**src/rtl/cs_pkg.sv**
```systemverilog
// Shared op codes, FSM states and data-memory stack map for the call stack sequencer.
package cs_pkg;

    localparam logic [15:0] DMEM_STACK_BASE  = 16'h00BF;
    localparam logic [15:0] DMEM_STACK_LIMIT = 16'h0040;

    typedef enum logic [1:0] {
        OP_PUSH = 2'b00,
        OP_POP  = 2'b01,
        OP_CALL = 2'b10,
        OP_RET  = 2'b11
    } cs_op_e;

    typedef enum logic [1:0] {
        ST_IDLE  = 2'b00,
        ST_WRITE = 2'b01,
        ST_READ  = 2'b10,
        ST_DONE  = 2'b11
    } cs_state_e;

    // POP and RET share the low op bit, so reads are identified from it alone.
    function automatic logic op_is_read(input logic [1:0] op);
        return op[0];
    endfunction

endpackage

```
**src/rtl/stack_bounds_check.sv**
```systemverilog
// Combinational whole-command bounds check against the current SP, evaluated at acceptance.
module stack_bounds_check
    import cs_pkg::*;
#(
    parameter int                  SP_WIDTH    = 16,
    parameter int                  NBYTES      = 2,
    parameter logic [SP_WIDTH-1:0] STACK_BASE  = SP_WIDTH'(DMEM_STACK_BASE),
    parameter logic [SP_WIDTH-1:0] STACK_LIMIT = SP_WIDTH'(DMEM_STACK_LIMIT)
) (
    input  logic [1:0]          op,
    input  logic [SP_WIDTH-1:0] sp,
    output logic                fault
);

    localparam int EW = SP_WIDTH + 1;

    logic [EW-1:0] sp_x;
    logic [EW-1:0] base_x;
    logic [EW-1:0] limit_x;

    // One extra bit so sp+N and limit+N never wrap.
    assign sp_x    = {1'b0, sp};
    assign base_x  = {1'b0, STACK_BASE};
    assign limit_x = {1'b0, STACK_LIMIT};

    always_comb begin
        fault = 1'b0;
        case (cs_op_e'(op))
            OP_PUSH: fault = (sp_x < limit_x);
            OP_CALL: fault = (sp_x < limit_x) || (sp_x < limit_x + EW'(NBYTES - 1));
            OP_POP:  fault = (sp_x + EW'(1) > base_x);
            OP_RET:  fault = (sp_x + EW'(NBYTES) > base_x);
            default: fault = 1'b0;
        endcase
    end

endmodule

```
**src/rtl/call_stack_sequencer.sv**
```systemverilog
// Byte-serial PUSH/POP/CALL/RET engine on a descending stack; 1+N cycles accept-to-done at zero wait.
// One command in flight: cmd_ready only in IDLE, memory stalls simply extend mem_req with outputs held.
module call_stack_sequencer
    import cs_pkg::*;
#(
    parameter int                  DATA_WIDTH  = 8,
    parameter int                  PC_WIDTH    = 10,
    parameter int                  SP_WIDTH    = 16,
    parameter logic [SP_WIDTH-1:0] STACK_BASE  = SP_WIDTH'(DMEM_STACK_BASE),
    parameter logic [SP_WIDTH-1:0] STACK_LIMIT = SP_WIDTH'(DMEM_STACK_LIMIT)
) (
    input  logic                  clk,
    input  logic                  reset,
    input  logic                  cmd_valid,
    output logic                  cmd_ready,
    input  logic [1:0]            cmd_op,
    input  logic [PC_WIDTH-1:0]   cmd_pc,
    input  logic [DATA_WIDTH-1:0] cmd_data,
    input  logic                  sp_load,
    input  logic [SP_WIDTH-1:0]   sp_load_value,
    output logic                  mem_req,
    output logic                  mem_we,
    output logic [SP_WIDTH-1:0]   mem_addr,
    output logic [DATA_WIDTH-1:0] mem_wdata,
    input  logic [DATA_WIDTH-1:0] mem_rdata,
    input  logic                  mem_ack,
    output logic                  done,
    output logic                  error,
    output logic [PC_WIDTH-1:0]   ret_pc,
    output logic [DATA_WIDTH-1:0] pop_data,
    output logic [SP_WIDTH-1:0]   sp,
    output logic                  ovf_flag,
    output logic                  unf_flag
);

    localparam int NBYTES = (PC_WIDTH + DATA_WIDTH - 1) / DATA_WIDTH;
    localparam int SHW    = NBYTES * DATA_WIDTH;
    localparam int CW     = $clog2(NBYTES + 1);

    cs_state_e             state_q, state_d;
    logic [SP_WIDTH-1:0]   sp_q, sp_d;
    logic [1:0]            op_q, op_d;
    logic [CW-1:0]         cnt_q, cnt_d;
    logic [SHW-1:0]        shift_q, shift_d;
    logic                  error_q, error_d;
    logic                  ovf_q, ovf_d;
    logic                  unf_q, unf_d;
    logic [PC_WIDTH-1:0]   ret_pc_q, ret_pc_d;
    logic [DATA_WIDTH-1:0] pop_data_q, pop_data_d;

    logic accept;
    logic fault;
    logic last_byte;

    stack_bounds_check #(
        .SP_WIDTH    (SP_WIDTH),
        .NBYTES      (NBYTES),
        .STACK_BASE  (STACK_BASE),
        .STACK_LIMIT (STACK_LIMIT)
    ) u_bounds (
        .op    (cmd_op),
        .sp    (sp_q),
        .fault (fault)
    );

    assign accept    = cmd_valid && cmd_ready;
    assign last_byte = (cnt_q == CW'(1));

    always_ff @(posedge clk or posedge reset) begin
        if (reset) begin
            state_q    <= ST_IDLE;
            sp_q       <= STACK_BASE;
            op_q       <= 2'b00;
            cnt_q      <= '0;
            shift_q    <= '0;
            error_q    <= 1'b0;
            ovf_q      <= 1'b0;
            unf_q      <= 1'b0;
            ret_pc_q   <= '0;
            pop_data_q <= '0;
        end else begin
            state_q    <= state_d;
            sp_q       <= sp_d;
            op_q       <= op_d;
            cnt_q      <= cnt_d;
            shift_q    <= shift_d;
            error_q    <= error_d;
            ovf_q      <= ovf_d;
            unf_q      <= unf_d;
            ret_pc_q   <= ret_pc_d;
            pop_data_q <= pop_data_d;
        end
    end

    always_comb begin
        state_d = state_q;
        unique case (state_q)
            ST_IDLE: begin
                if (accept) begin
                    if (fault)                   state_d = ST_DONE;
                    else if (op_is_read(cmd_op)) state_d = ST_READ;
                    else                         state_d = ST_WRITE;
                end
            end
            ST_WRITE,
            ST_READ: begin
                if (mem_ack && last_byte) state_d = ST_DONE;
            end
            ST_DONE: state_d = ST_IDLE;
            default: state_d = ST_IDLE;
        endcase
    end

    always_comb begin
        sp_d       = sp_q;
        op_d       = op_q;
        cnt_d      = cnt_q;
        shift_d    = shift_q;
        error_d    = error_q;
        ovf_d      = ovf_q;
        unf_d      = unf_q;
        ret_pc_d   = ret_pc_q;
        pop_data_d = pop_data_q;
        unique case (state_q)
            ST_IDLE: begin
                if (sp_load) begin
                    sp_d  = sp_load_value;
                    ovf_d = 1'b0;
                    unf_d = 1'b0;
                end else if (accept) begin
                    op_d    = cmd_op;
                    error_d = fault;
                    shift_d = (cmd_op == OP_CALL) ? SHW'(cmd_pc) : SHW'(cmd_data);
                    cnt_d   = (cmd_op == OP_CALL || cmd_op == OP_RET) ? CW'(NBYTES) : CW'(1);
                    if (fault) begin
                        if (op_is_read(cmd_op)) unf_d = 1'b1;
                        else                    ovf_d = 1'b1;
                    end
                end
            end
            ST_WRITE: begin
                // Post-decrement; CALL shifts the next-higher byte into the low lane.
                if (mem_ack) begin
                    sp_d    = sp_q - SP_WIDTH'(1);
                    shift_d = shift_q >> DATA_WIDTH;
                    cnt_d   = cnt_q - CW'(1);
                end
            end
            ST_READ: begin
                // RET reads MSB first, so each byte shifts in from the bottom.
                if (mem_ack) begin
                    sp_d    = sp_q + SP_WIDTH'(1);
                    shift_d = (shift_q << DATA_WIDTH) | SHW'(mem_rdata);
                    cnt_d   = cnt_q - CW'(1);
                    if (last_byte) begin
                        if (op_q == OP_RET) ret_pc_d   = shift_d[PC_WIDTH-1:0];
                        else                pop_data_d = mem_rdata;
                    end
                end
            end
            default: ;
        endcase
    end

    always_comb begin
        cmd_ready = (state_q == ST_IDLE) && !sp_load;
        mem_req   = (state_q == ST_WRITE) || (state_q == ST_READ);
        mem_we    = (state_q == ST_WRITE);
        mem_addr  = '0;
        mem_wdata = '0;
        if (state_q == ST_WRITE) begin
            mem_addr  = sp_q;
            mem_wdata = shift_q[DATA_WIDTH-1:0];
        end else if (state_q == ST_READ) begin
            mem_addr = sp_q + SP_WIDTH'(1);
        end
        done  = (state_q == ST_DONE);
        error = (state_q == ST_DONE) && error_q;
    end

    assign sp       = sp_q;
    assign ovf_flag = ovf_q;
    assign unf_flag = unf_q;
    assign ret_pc   = ret_pc_q;
    assign pop_data = pop_data_q;

endmodule

```
**config.mk**
```make
export PLATFORM = sky130hd
export DESIGN_NAME = call_stack_sequencer
export DESIGN_NICKNAME = d
export VERILOG_FILES = /design/src/rtl/cs_pkg.sv /design/src/rtl/stack_bounds_check.sv /design/src/rtl/call_stack_sequencer.sv
export SDC_FILE = /design/constraint.sdc
export NUM_CORES = 1
export LEC_CHECK = 0
export BUFFER_PORTS_ARGS = -buffer_cell sky130_fd_sc_hd__buf_2
export CORE_UTILIZATION = 49
export CTS_CLUSTER_DIAMETER = 50
export DETAILED_ROUTE_END_ITERATION = 6
export PLACE_DENSITY = 0.78
export SYNTH_ARGS = -nofsm -noshare
export SYNTH_HDL_FRONTEND = slang
export SYNTH_SLANG_ARGS = --single-unit
```
**constraint.sdc**
```tcl
create_clock -name clk -period 2.1 [get_ports clk]
set_input_delay 0.105 -clock clk [delete_from_list [all_inputs] [get_ports clk]]
set_output_delay 0.105 -clock clk [all_outputs]
set_load 0.02 [all_outputs]
```
# Word-level counts from Yosys, hierarchy flattened
# Index checks and enable logic that the tools add are counted.
totals:
  mem_bits_rw: 0
  word_cells: 95
  latchBits: 0
  out_inout_bits: 65
  regBits: 59
  memories: 0
  mem_bits_ro: 0
  inputBits: 49
op_classes:
  div: 0
  n_reduce_logical: 25
  n_mux: 32
  n_addsub: 5
  n_eq_ne: 16
  multipliers: 0
  n_shift: 0
  bitwise: 3
  order_cmp: 4
ops:
  columns: ["cell", "n"]
  rows:
  - ["2-to-1 mux 16 bit", 9]
  - ["one-hot mux 16 bit (3 select lines)", 2]
  - ["> comparator 17 x 8 -> 1 bit (second input constant)", 2]
  - ["less-than comparator 16 x 7 -> 1 bit (second input constant)", 2]
  - ["AND reduction 4 bit", 6]
  - ["adder 16 x 1 -> 17 bit (second input constant)", 1]
  - ["adder 16 x 2 -> 17 bit (second input constant)", 1]
  - ["adder 16 x 1 -> 16 bit (second input constant)", 1]
  - ["2-to-1 mux 2 bit", 8]
  - ["OR 16 x 8 -> 16 bit", 1]
  - ["subtractor 16 x 1 -> 16 bit (second input constant)", 1]
  - ["== test 2 bit (second input constant)", 5]
  - ["2-to-1 mux 10 bit", 1]
  - ["2-to-1 mux 1 bit", 8]
  - ["2-to-1 mux 8 bit", 1]
  - ["!= test 2 x 1 -> 1 bit (second input constant)", 4]
  - ["!= test 2 bit (second input constant)", 4]
  - ["nonzero test 2 bit", 4]
  - ["== test 2 x 1 -> 1 bit (second input constant)", 3]
  - ["one-hot mux 2 bit (3 select lines)", 1]
  - ["AND reduction 5 bit", 1]
  - ["logical AND 1 bit", 4]
  - ["logical NOT 2 bit", 2]
  - ["one-hot mux 1 bit (4 select lines)", 1]
  - ["other kinds (9)", 12]

# Depth between registers and ports, before layout
# Gate-level depths: netlist of the first run.
logic_depth:
  ltp_word: 6
  depth_mapped: 10
  mapped_depth_nobuf: 9

# Modules after synthesis
# A second synthesis of the first run with hierarchy kept.
hier_totals:
  hier_cells: 555
  hier_area_um2: 4616.9
by_module_without_submodules:
  columns: ["mod", "cells_per_inst", "n_inst", "area_per_inst_um2", "seq_area_each_um2"]
  rows:
  - ["call_stack_sequencer", 446, 1, 3877.5, 1485.2]
  - ["stack_bounds_check", 109, 1, 739.5, 0.0]

# Worst setup path after synthesis of the first run
# OpenSTA, ideal clock, no wires.
synth_timing:
  path_kind: "register to output"
  from: "register sp_q[1] (netlist: sp[1])"
  to: "output port mem_addr[15]"
  setup_slack_ns: -0.533
  required_ns: 1.995
  stages_incl_launch_ff: 9
  t_arrival_ns: 2.528
  path_buffers: 1
  cell_sequence: "dfstp_2 -> ha_1 -> buf_2 -> nand2_1 -> or4_4 -> nor2_1 -> xor2_1 -> nand2_1 -> o21ai_0"
synth_via:
  elab_chain_cells: 3
synth_lines:
  columns: ["item", "line", "text"]
  rows:
  - ["start, declared", "call_stack_sequencer.sv:41", "logic [SP_WIDTH-1:0] sp_q, sp_d;"]
  - ["start signal, assigned", "call_stack_sequencer.sv:83", "sp_q <= sp_d;"]
  - ["adder 16 x 1 -> 16 bit", "call_stack_sequencer.sv:175", "mem_addr = sp_q + SP_WIDTH'(1);"]
  - ["2-to-1 mux 16 bit", "call_stack_sequencer.sv:174", "end else if (state_q == ST_READ) begin"]
  - ["2-to-1 mux 16 bit", "call_stack_sequencer.sv:171", "if (state_q == ST_WRITE) begin"]
  - ["end, declared", "call_stack_sequencer.sv:23", "output logic [SP_WIDTH-1:0] mem_addr,"]
# No other way between the ends.

# Final worst setup path of the first run
layout_timing:
  from: "register sp_q[5] (netlist: sp[5])"
  to: "output port mem_addr[15]"
# The elaborated chain is that of the path after synthesis.

==> results of run 1 <==
power by group:
part	total [mW]	switching, mW	internal (mW)
Clock	1.09	0.486	0.604
Sequential	2.19	0.477	1.71
Combinational	8.36	4.77	3.59
registers in the layout, summed over array words and instances (netlist names):
register / flops
op_q: 2
pop_data: 8
state_q: 2
ovf_flag: 1
sp: 16
unf_flag: 1
error_q: 1
ret_pc: 10
cnt_q: 2
shift_q: 16
cells in the mapped netlist, drive strengths merged (5+ instances only):
| library cell | count |
|---|---|
| nand2 | 83 |
| o21ai | 53 |
| dfrtp | 52 |
| mux2 | 32 |
| a21oi | 31 |
| clkbuf | 31 |
| nor2 | 31 |
| a31oi | 22 |
| nand3 | 18 |
| inv | 17 |
| buf | 15 |
| ha | 14 |
| mux2i | 14 |
| a22oi | 13 |
| and2 | 13 |
| nor3 | 11 |
| nand2b | 8 |
| xnor2 | 8 |
| dfstp | 7 |
| and3 | 6 |
| nor4 | 5 |
| or3 | 5 |
timing repair:
item	in CTS	in global routing
pin swaps	25	29
resized for setup	71	57
cloned	0	1
endpoints found under the setup margin	30	33
buffers inserted	21	7
hold buffers	1	0
endpoints found under the hold margin	52	0
metrics by stage:
| stage | setup WS, ps | hold slack (ps) |
|---|---|---|
| after floorplan | -224 | 219 |
| after global placement | -192 | 189 |
| after detailed placement | -225 | 190 |
| after CTS | -411 | 14.2 |
| after global routing | -487 | 22.9 |
| final | -408 | 28.9 |
layout make-up:
class | instances | area [um^2] | share of cell area (%)
inverter | 17 | 68.8 | 1.04
clock inverter | 4 | 50.0 | 0.756
tap | 108 | 135 | 2.04
multi-input combinational | 417 | 3110 | 47.0
sequential | 59 | 1490 | 22.5
timing repair buffer | 228 | 1620 | 24.4
clock buffer | 11 | 151 | 2.29
cells by family after synthesis:
kind of cell | share of synthesized area [%]
xor gates and xnor gates | 2.38
buffers and inverters | 5.84
DFF | 33.7
adders and majority gates | 3.97
AOI/OAI and AO/OA | 20.7
muxes | 11.3
and+or+nand+nor | 22.1
per-layer routing:
metal | share of wire, % | up-vias | wire length [um] | GRT usage, %
met1 | 39 | 2482 | 6530 | 42.5
li1 | - | 2309 | - | -
met2 | 49 | 315 | 8060 | 55.1
met4 | 3.5 | 0 | 576 | 12.7
met5 | 0 | - | 0 | 0
met3 | 8.4 | 63 | 1400 | 6.50
worst paths after layout:
check                                   startpoint                      end  slack (ps)  cells after the start
min in group asynchronous                    reset  pop_data[0]$_DFFE_PP0P_         360                      4
min reg2reg                shift_q[13]$_DFFE_PP0P_  shift_q[13]$_DFFE_PP0P_         490                      2
max                              sp[5]$_DFFE_PP1P_             mem_addr[15]        -410                      8
min                                      cmd_valid     unf_flag$_DFFE_PP0P_          30                      3
max reg2reg                      sp[1]$_DFFE_PP1P_      error_q$_DFFE_PP0P_        -400                     12
max in group asynchronous                    reset        sp[3]$_DFFE_PP1P_        1410                      4
tightest hold or removal path, stage by stage:
cell and delay [ps]:
buf_2 110, nand2_1 50, o21ai_1 60
==> flow_summary.toml, run 1 <==
[outcome]
status = "finished, violations left"
violations = "negative setup slack"

[cts]
clock-sinks = 59
clk_latency_ps = 350
clockBufferDepth = 2
htree_levels = 3
root_buffer = "clkbuf_8"
cts_tree = "yes"
numCtsBuffers = 9
path_clk_slew_ps = 70

[floorplan]
io_pins = 114
rows = 34
die_area_um2 = 9380
die_h_um = 96.9
start_util_pct = 50.6
coreArea_um2 = 8720
fp.dieW_um = 96.9

[sta]
finalSetupViolCount = 26
worst_pin_slew_ps = 526
finalCritPeriodShare_pct = 119
skew_ps = 13.8
fmax_mhz = 399
min_period_ps = 2510
fin_ws_ps = -408
setup_tns_ps = -4850
rsz0062_at_grt = "yes"
drv_slew = 0
slew-limit-headroom_pct = 64.9
hold_viol_final = 0

[synthesis]
synthCells = 539
syn_nets = 602
ys_seq_area_share_pct = 33.7
syn-cell-area_um2 = 4410
ys_async_sr_fraction_pct = 100
syn_avg_cell_area_um2 = 8.18
ys_warn_count = 0
synth-edff-count = 0
synth_top_area_share_pct = 29.5
synth_area_leaders = "dfrtp_1 (30%), mux2_2 (7.9%), nand2_1 (7.1%)"
synth_top_area_cell = "dfrtp_1"
synth.distinct_cells = 60
ys.flop_type = "dfrtp_1"
ys_ff_latch = 59

[cells_and_area]
fin_nets = 795
area_growth_pct = 50.2
fin_cells = 844
final_common_cell = "buf_2"
nFillCells = 604
final_core_utilization_pct = 75.9
n_antenna_cell = 0
final_cell_mix = "buf_2 (103), buf_4 (94), nand2_1 (74)"
drive_gt1_share_pct = 48.9
fin_area_um2 = 6620

[route]
drc = 0
via_count = 5169
dr.pass1.iters = 5
viasPerCell = 6.12
routed_wl_mm = 16.6
drtIter0Drc = 384
wl_per_cell_um = 19.6
ant_nets = 0

[setup_path]
end_kind = "output port"
cp_cell_sequence = "nand4_4 > buf_6 > or4_4 > nor2_4 > xor2_1 > nand2_1 > o21ai_2 > buf_6"
critPathRequiredTime_ps = 2000
path_buf_inv = 2
crit_top_cell = "buf_6"
startpoint_type = "flop"
slowest_delay_ps = 580
path_class = "reg -> out"
crit_family = "simple AND/OR/NAND/NOR gates"
worstPathMaxFanout = 4
crit_arrival_ps = 2400
crit_slowest_cell = "dfstp_2"

[grt]
grt_pass1_vias = 5003
track_usage_pct = 33.1
gr-total-overflow = 0
grt_pass1_wl_mm = 25.0
antenna_found_initial = 0
grt_max_degree = 60

[placement]
placed_area_um2 = 5680
io_buffers = 113
place_hpwl_mm = 10.6
gp_congestion = 0.918
place_inst = 800

[run]
maxCapViolations = 0

[power]
power_density_nw_per_um2 = 1760
ir_drop_v = 0.000901
finalPower_mw = 11.6
leakagePower_nw = 3.13

[worst_hold_path]
hp-class = "in -> reg"
Power figures use the tool's default switching activity.
==> run 2, diff against run 1 <==
--- a/config.mk
+++ b/config.mk
@@ -6,10 +6,10 @@
 export NUM_CORES = 1
 export LEC_CHECK = 0
 export BUFFER_PORTS_ARGS = -buffer_cell sky130_fd_sc_hd__buf_2
-export CORE_UTILIZATION = 49
+export CORE_UTILIZATION = 50
 export CTS_CLUSTER_DIAMETER = 50
 export DETAILED_ROUTE_END_ITERATION = 6
-export PLACE_DENSITY = 0.78
+export PLACE_DENSITY = 0.76
 export SYNTH_ARGS = -nofsm -noshare
 export SYNTH_HDL_FRONTEND = slang
 export SYNTH_SLANG_ARGS = --single-unit
==> constraint.sdc (replaced) <==
create_clock -name clk -period 2.4 [get_ports clk]
set_input_delay 0.12 -clock clk [delete_from_list [all_inputs] [get_ports clk]]
set_output_delay 0.12 -clock clk [all_outputs]
set_load 0.02 [all_outputs]
==> flow_summary.toml, run 2 (synthesis gave the netlist of run 1 again) <==
[cells_and_area]
multi_input_area_um2 = 2800
drive_gt1_share_pct = 38.1
nFillCells = 708
area_growth_pct = 31.7
n_antenna_cell = 0
fin_area_um2 = 5810
ff_latch_area_um2 = 1490
fin_nets = 746
final_cell_mix = "buf_2 (109), nand2_1 (82), buf_4 (63)"
fin_cells = 793
final_common_cell = "buf_2"

[floorplan]
fp.dieW_um = 95.9
die_area_um2 = 9200
coreArea_um2 = 8380
start_util_pct = 52.6
io_pins = 114
die_h_um = 95.9
rows = 33

[route]
wl_per_cell_um = 17.3
viasPerCell = 5.88
drtIter0Drc = 294
routed_wl_mm = 13.8
via_count = 4664
dr.pass1.iters = 5
drc = 0
ant_nets = 0

[grt]
grt_pass1_vias = 4341
grt_pass1_wl_mm = 21.6
track_usage_pct = 31.2
grt_max_degree = 33
antenna_found_initial = 0
gr-total-overflow = 0

[setup_path]
reg2reg_slack_ps = 10
cp_cell_sequence = "buf_4 > nand2_2 > or4_4 > nor2_4 > xor2_1 > nand2_1 > o21ai_2 > buf_6"
timing.rr.start = "sp[7]$_DFFE_PP1P_"
reg2reg_depth = 8
path_class = "reg -> out"
critPathRequiredTime_ps = 2280
r2r_end = "error_q$_DFFE_PP0P_"
crit_slowest_cell = "dfstp_2"
crit_arrival_ps = 2410
end_kind = "output port"
slowest_delay_ps = 580
startpoint_type = "flop"
worstPathMaxFanout = 8

[outcome]
status = "finished, violations left"
violations = "negative setup slack"

[cts]
root_buffer = "clkbuf_8"
clockBufferDepth = 2
numCtsBuffers = 9
htree_levels = 3
path_clk_slew_ps = 80
cts_tree = "yes"
clk_latency_ps = 350
clock-sinks = 59

[sta]
fmax_mhz = 395
min_period_ps = 2530
skew_ps = 9.21
hold_viol_final = 0
rsz0062_at_grt = "yes"
timing.hold.ws_ps = 35.8
slew-limit-headroom_pct = 50.2
finalCritPeriodShare_pct = 105
drv_slew = 0
fin_ws_ps = -129
worst_pin_slew_ps = 746
finalSetupViolCount = 2

[placement]
place_hpwl_mm = 10.2
placed_area_um2 = 5340
gp_congestion = 0.941
post-place-ws_ps = 23.8
io_buffers = 113
place_inst = 763

[worst_hold_path]
holdPathEnd = "pop_data[6]$_DFFE_PP0P_"
min_path_cells = 2
hold_start = "mem_rdata[6]"
hp-class = "in -> reg"

[power]
power_density_nw_per_um2 = 1500
ir_drop_v = 0.000764
finalPower_mw = 8.71
leakagePower_nw = 2.73

[run]
maxCapViolations = 0
-- run 2: changes by cell type in the layout (fill, tap and decap cells not counted), moves of 6 or more --
cell	delta
o21ai_0	+9
nand2_1	+8
buf_6	-19
buf_2	+6
buf_4	-31
o21ai_1	-7
-- run 2: worst max-delay path by stage --
stage / from / end / slack, ps / cells after the start
after floorplan: sp[1]$_DFFE_PP1P_ / sp[15]$_DFFE_PP0P_ / 10 / 9
after global placement: sp[2]$_DFFE_PP1P_ / error_q$_DFFE_PP0P_ / 30 / 8
after detailed placement: sp[2]$_DFFE_PP1P_ / state_q[0]$_DFFE_PP0P_ / 20 / 8
after CTS: sp[2]$_DFFE_PP1P_ / mem_addr[15] / -170 / 8
after global routing: sp[2]$_DFFE_PP1P_ / mem_addr[15] / -220 / 8
final: sp[0]$_DFFE_PP1P_ / mem_addr[15] / -130 / 8
-- run 2: cell type report --
type / count / share of cell area, %
multi-input cells: 417 / 48.1
flip-flops and latches: 59 / 25.6
repair buffers: 179 / 19.0
clock buffers: 10 / 2.37
well taps: 105 / 2.26
clock inverters: 6 / 1.53
inverters: 17 / 1.10
-- run 2: what timing repair did --
item | 4_1_cts | 5_1_grt
setup buffers | 0 | 13
endpoints found under the setup margin | 16 | 15
hold buffers | 1 | 0
resized for setup | 7 | 24
pin swaps | 1 | 13
endpoints found under the hold margin | 12 | 0
cloned | 0 | 0
-- run 2: worst max-delay path: cells and delay by family, from the launching register on --
family	cells	cell delay, ps
AOI/OAI and AO/OA	1	170
xor gates and xnor gates	1	140
buffers and inverters	2	320
and+or+nand+nor	4	840
DFF	1	580
-- run 2: routing by layer --
metal / part of all wire, % / vias to the layer above / GRT usage [%]
li1: - / 2216 / -
met2: 48 / 190 / 51.4
met1: 43 / 2229 / 39.1
met5: 0 / - / 0
met4: 2.4 / 0 / 15.4
met3: 6.7 / 29 / 6.08
-- run 2: where the power goes --
part / switching, mW / internal (mW)
logic: 3.48 / 2.27
clock network: 0.433 / 0.612
registers: 0.409 / 1.50
-- run 2: through the flow --
| step | util [%] | setup TNS [ps] |
|---|---|---|
| floorplan | - | 0 |
| global placement | 63.7 | 0 |
| detailed placement | 63.7 | 0 |
| CTS | 66.9 | -179 |
| global route | 69.3 | -971 |
| finish | 69.3 | -144 |
